### config.mk
export PLATFORM = sky130hd
export DESIGN_NAME = dmem_access_sequencer_flat
export DESIGN_NICKNAME = d
export VERILOG_FILES = /design/src/rtl/dmem_access_sequencer_if.sv /design/src/rtl/dmem_access_sequencer.sv /design/src/flat_wrapper.sv
export SDC_FILE = /design/constraint.sdc
export NUM_CORES = 1
export LEC_CHECK = 0
export CAP_MARGIN = 5
export CORE_MARGIN = 2
export CORE_UTILIZATION = 38
export DETAILED_ROUTE_END_ITERATION = 10
export GPL_TIMING_DRIVEN = 0
export PLACE_DENSITY_LB_ADDON = 0.1
export SETUP_SLACK_MARGIN = 0.2
export SYNTH_ARGS = -nofsm -noshare
export SYNTH_HDL_FRONTEND = slang
export SYNTH_SLANG_ARGS = --single-unit
### constraint.sdc
create_clock -name clk -period 1.9 [get_ports clk]
set_input_delay 0.38 -clock clk [delete_from_list [all_inputs] [get_ports clk]]
set_output_delay 0.38 -clock clk [all_outputs]
set_load 0.01 [all_outputs]
### src/rtl/dmem_access_sequencer_if.sv
// Data-memory bus between the access sequencer and a
// single-port, variable-latency memory.
interface dmem_access_sequencer_if #(
   parameter int ADDR_W = 32,
   parameter int DATA_W = 32
);
   logic              mem_req;
   logic              mem_we;
   logic [ADDR_W-1:0] mem_addr;
   logic [DATA_W-1:0] mem_wdata;
   logic [DATA_W-1:0] mem_rdata;
   logic              mem_ack;

   modport master (
      output mem_req,
      output mem_we,
      output mem_addr,
      output mem_wdata,
      input  mem_rdata,
      input  mem_ack
   );

   modport slave (
      input  mem_req,
      input  mem_we,
      input  mem_addr,
      input  mem_wdata,
      output mem_rdata,
      output mem_ack
   );
endinterface

### src/rtl/dmem_access_sequencer.sv
// Sequences MemRead/MemWrite onto a single-port data memory;
// read+write becomes an atomic read-then-write pair.
module dmem_access_sequencer #(
   parameter int ADDR_W   = 32,
   parameter int DATA_W   = 32,
   parameter int MAX_WAIT = 15
) (
   input  logic              clk,
   input  logic              reset,
   input  logic              mem_read,
   input  logic              mem_write,
   input  logic [ADDR_W-1:0] addr,
   input  logic [DATA_W-1:0] wdata,
   input  logic [DATA_W-1:0] link_data,
   output logic              stall,
   output logic [DATA_W-1:0] rdata,
   output logic              rdata_valid,
   output logic              bus_err,
   dmem_access_sequencer_if.master mem
);
   localparam int CNT_W = $clog2(MAX_WAIT + 1);

   typedef enum logic [2:0] {
      IDLE,
      RD,
      WR,
      RMW_RD,
      RMW_WR,
      DONE
   } state_t;

   state_t           state;
   logic [CNT_W-1:0] wait_cnt;
   logic             ack;
   logic             tmo;
   logic             busy;

   // Acks only count while a request is actually on the bus.
   assign ack  = mem.mem_req & mem.mem_ack;
   assign tmo  = mem.mem_req & ~mem.mem_ack &
                 (wait_cnt == CNT_W'(MAX_WAIT - 1));
   assign busy = (state == RD) | (state == WR) |
                 (state == RMW_RD) | (state == RMW_WR);
   assign stall = ((state == IDLE) & (mem_read | mem_write))
                  | busy;

   always_ff @(posedge clk) begin
      if (reset) begin
         state         <= IDLE;
         wait_cnt      <= '0;
         rdata         <= '0;
         rdata_valid   <= 1'b0;
         bus_err       <= 1'b0;
         mem.mem_req   <= 1'b0;
         mem.mem_we    <= 1'b0;
         mem.mem_addr  <= '0;
         mem.mem_wdata <= '0;
      end else begin
         rdata_valid <= 1'b0;
         bus_err     <= 1'b0;
         unique case (state)
            IDLE: begin
               wait_cnt <= '0;
               if (mem_read | mem_write) begin
                  mem.mem_req   <= 1'b1;
                  mem.mem_we    <= mem_write & ~mem_read;
                  mem.mem_addr  <= addr;
                  mem.mem_wdata <= wdata;
                  if (mem_read & mem_write)
                     state <= RMW_RD;
                  else if (mem_read)
                     state <= RD;
                  else
                     state <= WR;
               end
            end
            RD, WR, RMW_RD, RMW_WR: begin
               if (ack) begin
                  mem.mem_req <= 1'b0;
                  wait_cnt    <= '0;
                  if ((state == RD) || (state == RMW_RD))
                     rdata <= mem.mem_rdata;
                  if (state == RMW_RD) begin
                     mem.mem_we    <= 1'b1;
                     mem.mem_wdata <= link_data;
                     state         <= RMW_WR;
                  end else begin
                     rdata_valid <= (state == RD) |
                                    (state == RMW_WR);
                     state       <= DONE;
                  end
               end else if (tmo) begin
                  mem.mem_req <= 1'b0;
                  rdata       <= '0;
                  bus_err     <= 1'b1;
                  state       <= DONE;
               end else if (mem.mem_req) begin
                  wait_cnt <= wait_cnt + CNT_W'(1);
               end else begin
                  // Write half of a pair issues after one idle bus cycle.
                  mem.mem_req <= 1'b1;
               end
            end
            DONE: state <= IDLE;
            default: state <= IDLE;
         endcase
      end
   end
endmodule
### src/flat_wrapper.sv
// flat-port wrapper written by rule: the top's interface ports become plain ports
module dmem_access_sequencer_flat 
#(
   parameter int ADDR_W   = 32,
   parameter int DATA_W   = 32,
   parameter int MAX_WAIT = 15
)
  (clk, reset, mem_read, mem_write, addr, wdata, link_data, stall, rdata, rdata_valid, bus_err, mem_mem_req, mem_mem_we, mem_mem_addr, mem_mem_wdata, mem_mem_rdata, mem_mem_ack);
  dmem_access_sequencer_if #(.ADDR_W(ADDR_W), .DATA_W(DATA_W)) mem_i ();
  input  logic clk;
  input  logic reset;
  input  logic mem_read;
  input  logic mem_write;
  input  logic [ADDR_W-1:0] addr;
  input  logic [DATA_W-1:0] wdata;
  input  logic [DATA_W-1:0] link_data;
  output logic stall;
  output logic [DATA_W-1:0] rdata;
  output logic rdata_valid;
  output logic bus_err;
  output wire logic [$bits(mem_i.mem_req)-1:0] mem_mem_req;
  output wire logic [$bits(mem_i.mem_we)-1:0] mem_mem_we;
  output wire logic [$bits(mem_i.mem_addr)-1:0] mem_mem_addr;
  output wire logic [$bits(mem_i.mem_wdata)-1:0] mem_mem_wdata;
  input wire logic [$bits(mem_i.mem_rdata)-1:0] mem_mem_rdata;
  input wire logic [$bits(mem_i.mem_ack)-1:0] mem_mem_ack;
  assign mem_mem_req = mem_i.mem_req;
  assign mem_mem_we = mem_i.mem_we;
  assign mem_mem_addr = mem_i.mem_addr;
  assign mem_mem_wdata = mem_i.mem_wdata;
  assign mem_i.mem_rdata = mem_mem_rdata;
  assign mem_i.mem_ack = mem_mem_ack;
  dmem_access_sequencer #(.ADDR_W(ADDR_W), .DATA_W(DATA_W), .MAX_WAIT(MAX_WAIT)) u_core (.clk(clk), .reset(reset), .mem_read(mem_read), .mem_write(mem_write), .addr(addr), .wdata(wdata), .link_data(link_data), .stall(stall), .rdata(rdata), .rdata_valid(rdata_valid), .bus_err(bus_err), .mem(mem_i));
endmodule
==> results.toml <==
[setup_path]
required_ns = 2.14
crit_start = "u_core.wait_cnt[0]"
reg2reg_depth = 8
crit_type = "reg -> reg"
start_kind = "register"
worstReg2RegEnd = "u_core.rdata[15]"
crit_arrival_ns = 1.94
worstReg2RegStart = "u_core.wait_cnt[0]"
cp_max_fo = 5
cp-endpoint = "u_core.rdata[15]"
worstPathCellList = "inv_2 > ha_4 > and3_4 > a41o_1 > a21oi_4 > buf_4 > buf_6 > a22o_1"
r2r_setup_slack_ns = 0.20
end_kind = "register"
crit_slowest_cell = "dfxtp_2"
crit_path_max_incr_delay_ns = 0.34

[sta]
holdWs_ns = 0.460
setup_viol = 0
finClkSkew_ns = 0.0181
finalCritPeriodShare_pct = 89.5
rsz0062_at_grt = "true"
slew_viol_final = 0
layout_setup_ws_ns = 0.199
final.min_clock_period_ns = 1.70
slew_headroom_pct = 63.0
fmax_ghz = 0.588
hold_violations = 0
tightest_slew_ns = 0.553

[placed_design]
routabilityCongestion = 0.831
dp_slack_ns = -0.394
dp_cells = 809
io_buffer_count = 233
hpwl_um = 9570

[global_routing]
gr-total-overflow = 0
grt_pass1_wl_um = 20000
antenna_found_initial = 1
grt_max_degree = 19
first_global_vias = 4238
globalRouteTotalUtil_pct = 21.7

[die]
num_rows = 37
chipWidth_um = 107
die-area_mm2 = 0.0114
die_y_um = 107
start_util_pct = 39.1
core_mm2 = 0.0103
ios = 234

[synthesis]
synthTopCellsByCount = "107 x dfxtp_1, 71 x nand2_1, 39 x a21oi_1"
yosysWarnings = 0
netlist_instances = 440
synth_top_family_by_area = "compound AO/OA/AOI/OAI gates"
seq_area_frac_synth_pct = 53.3
yosys-top-cells-area = "dfxtp_1 53%, a22o_1 7.0%, nand2_1 6.6%, a211oi_1 6.5%, o22ai_1 5.1%"
synthXorXnorAreaFrac_pct = 0.218
synth_compound_area_share_pct = 27.3
synth_edf_count = 0
synth.area.mux_share_pct = 0
async_reset_ff_share_pct = 0
avgSynthCellArea_um2 = 9.13
yosys.area_share.simple_pct = 11.1
synth.most_common_cell = "dfxtp_1"
ys.flop_type = "dfxtp_1"
yosys.area.top_type_share_pct = 53.3
synth_fa_ha_area_share_pct = 0.623
synth_area_mm2 = 0.00402
yosys.area.top_type = "dfxtp_1"
synth_nets = 575
ys_types = 37
ys_ff_latch = 107

[power]
p_leak_nw = 2.84
power_density_mw_per_mm2 = 821
irDropWorstVdd_uv = 549
total_power_w = 0.00581

[cts]
cts_hold_buf = 0
cts_sinks = 107
tritoncts = "built"
cts_buffers = 9
clk_pin_slew_ns = 0.10
clockRootBuffer = "clkbuf_8"
cts.path.max_buffers = 2
htree_levels = 3
insertion_delay_ns = 0.36

[min_path]
hold_path_class = "reg -> reg"

[status]
status = "completed"

[drt]
wl_per_cell_um = 15.3
viasPerCell = 5.05
drt.antenna.violating_nets = 0
dr.pass1.iters = 4
vias = 4254
finalWirelength_um = 12900
post-route-drc-count = 0
drtIter0Drc = 198

[finish]
fill_cells = 858
layout.nets = 835
area_delta_synth_final_pct = 75.8
stdcell_count = 842
drive_above_1_share_pct = 11.9

[job]
cap_viol_max_count = 0
==> through the flow <==
stage                     util, %  TNS, ns  area, um2
after floorplan                 -        0       4020
after global placement       63.5   -22.92       6520
after detailed placement     63.5   -26.06       6520
after CTS                    66.8        0       6860
after global routing         68.8        0       7070
final                        68.8        0       7070
==> final cells by class <==
class	count	area (um2)	share of cell area, %
antenna	1	2.50	0.0354
clock inverter	6	72.6	1.03
inverter	37	143	2.02
buffer	35	234	3.31
timing repair buffer	249	2480	35.1
tap	136	170	2.41
sequential	107	2150	30.4
clock buffer	10	128	1.81
multi-input combinational	261	1690	23.8
==> critical path, delay by kind of cell, from the launching register on <==
| kind | cells | cell delay [ns] |
|---|---|---|
| adder cells (fa/ha/maj) | 1 | 0.17 |
| buffers and inverters | 3 | 0.36 |
| AO/OA/AOI/OAI | 3 | 0.50 |
| flip-flops | 1 | 0.34 |
| AND/OR/NAND/NOR | 1 | 0.21 |
==> sequential cells by signal, summed over array words and instances (netlist names) <==
name / count
u_core.mem.mem_addr: 32
u_core.mem.mem_wdata: 32
u_core.rdata: 32
u_core.wait_cnt: 4
u_core.state: 3
u_core.bus_err: 1
u_core.mem.mem_req: 1
u_core.mem.mem_we: 1
u_core.rdata_valid: 1
==> kinds of logic (layout without fill, tap and decap cells) <==
family                     Yosys count  in the layout
and+or+nand+nor                     97             97
other                                0              1
buffers and inverters               72            337
adders and majority gates            2              2
AOI/OAI and AO/OA                  161            161
DFF                                107            107
xor gates and xnor gates             1              1
==> layout by cell type, fill, tap and decap left out, types with 2 or more instances in the layout <==
master,netlist,final
dfxtp_2,0,4
clkinvlp_4,0,2
a21oi_1,39,37
nor3_1,3,3
dlygate4sd2_1,0,3
nand2_1,71,70
nor4_1,4,4
o21ai_1,0,2
a21oi_2,1,2
or3_1,2,2
dlymetal6s2s_1,0,14
clkbuf_8,0,9
nand2_2,1,2
buf_2,16,9
dfxtp_1,107,102
clkinv_4,0,2
clkbuf_2,0,4
inv_6,0,2
o22ai_1,33,32
a211oi_1,35,34
buf_4,3,16
a22o_1,32,32
clkbuf_1,16,10
a31oi_1,4,4
nor3_4,2,2
inv_1,37,35
nor2_4,0,3
buf_6,0,10
clkbuf_4,0,4
clkdlybuf4s50_1,0,214
a221oi_1,2,2
o21ai_0,8,6
==> layer usage <==
metal	vias up	track usage [%]	wire (um)
met2	169	38.9	6570
met1	1973	24.7	5120
met5	-	0	0
li1	2096	-	-
met3	16	6.02	1010
met4	0	7.33	225
==> report_power, final <==
group | internal, W | total (W) | switching [W]
registers | 0.00248 | 0.00260 | 0.000123
logic | 0.000979 | 0.00178 | 0.000806
clock network | 0.000625 | 0.00142 | 0.000792
total | 0.00408 | 0.00581 | 0.00172
==> worst min path at each step <==
| stage | start | to | slack (ns) | depth (start not counted) |
|---|---|---|---|---|
| 6_report | u_core.mem.mem_addr[23] | u_core.mem.mem_addr[23] | 0.46 | 2 |
| 5_1_grt | u_core.mem.mem_addr[16] | u_core.mem.mem_addr[16] | 0.48 | 2 |
| 4_1_cts | u_core.mem.mem_addr[16] | u_core.mem.mem_addr[16] | 0.46 | 2 |
| 3_5_place_dp | u_core.mem.mem_wdata[25] | u_core.mem.mem_wdata[25] | 0.44 | 2 |
| 3_3_place_gp | u_core.mem.mem_addr[6] | u_core.mem.mem_addr[6] | 0.44 | 2 |
| 2_1_floorplan | u_core.mem.mem_wdata[0] | u_core.mem.mem_wdata[0] | 0.48 | 2 |
==> timing repair <==
item                                    4_1_cts  5_1_grt
gates cloned                                  1        3
setup buffers                                 6        6
pin swaps                                     6        5
resized for setup                            40       55
hold endpoints to repair                      0        0
endpoints found under the setup margin       88      108
Note: power is estimated with default switching activity, not from simulation.
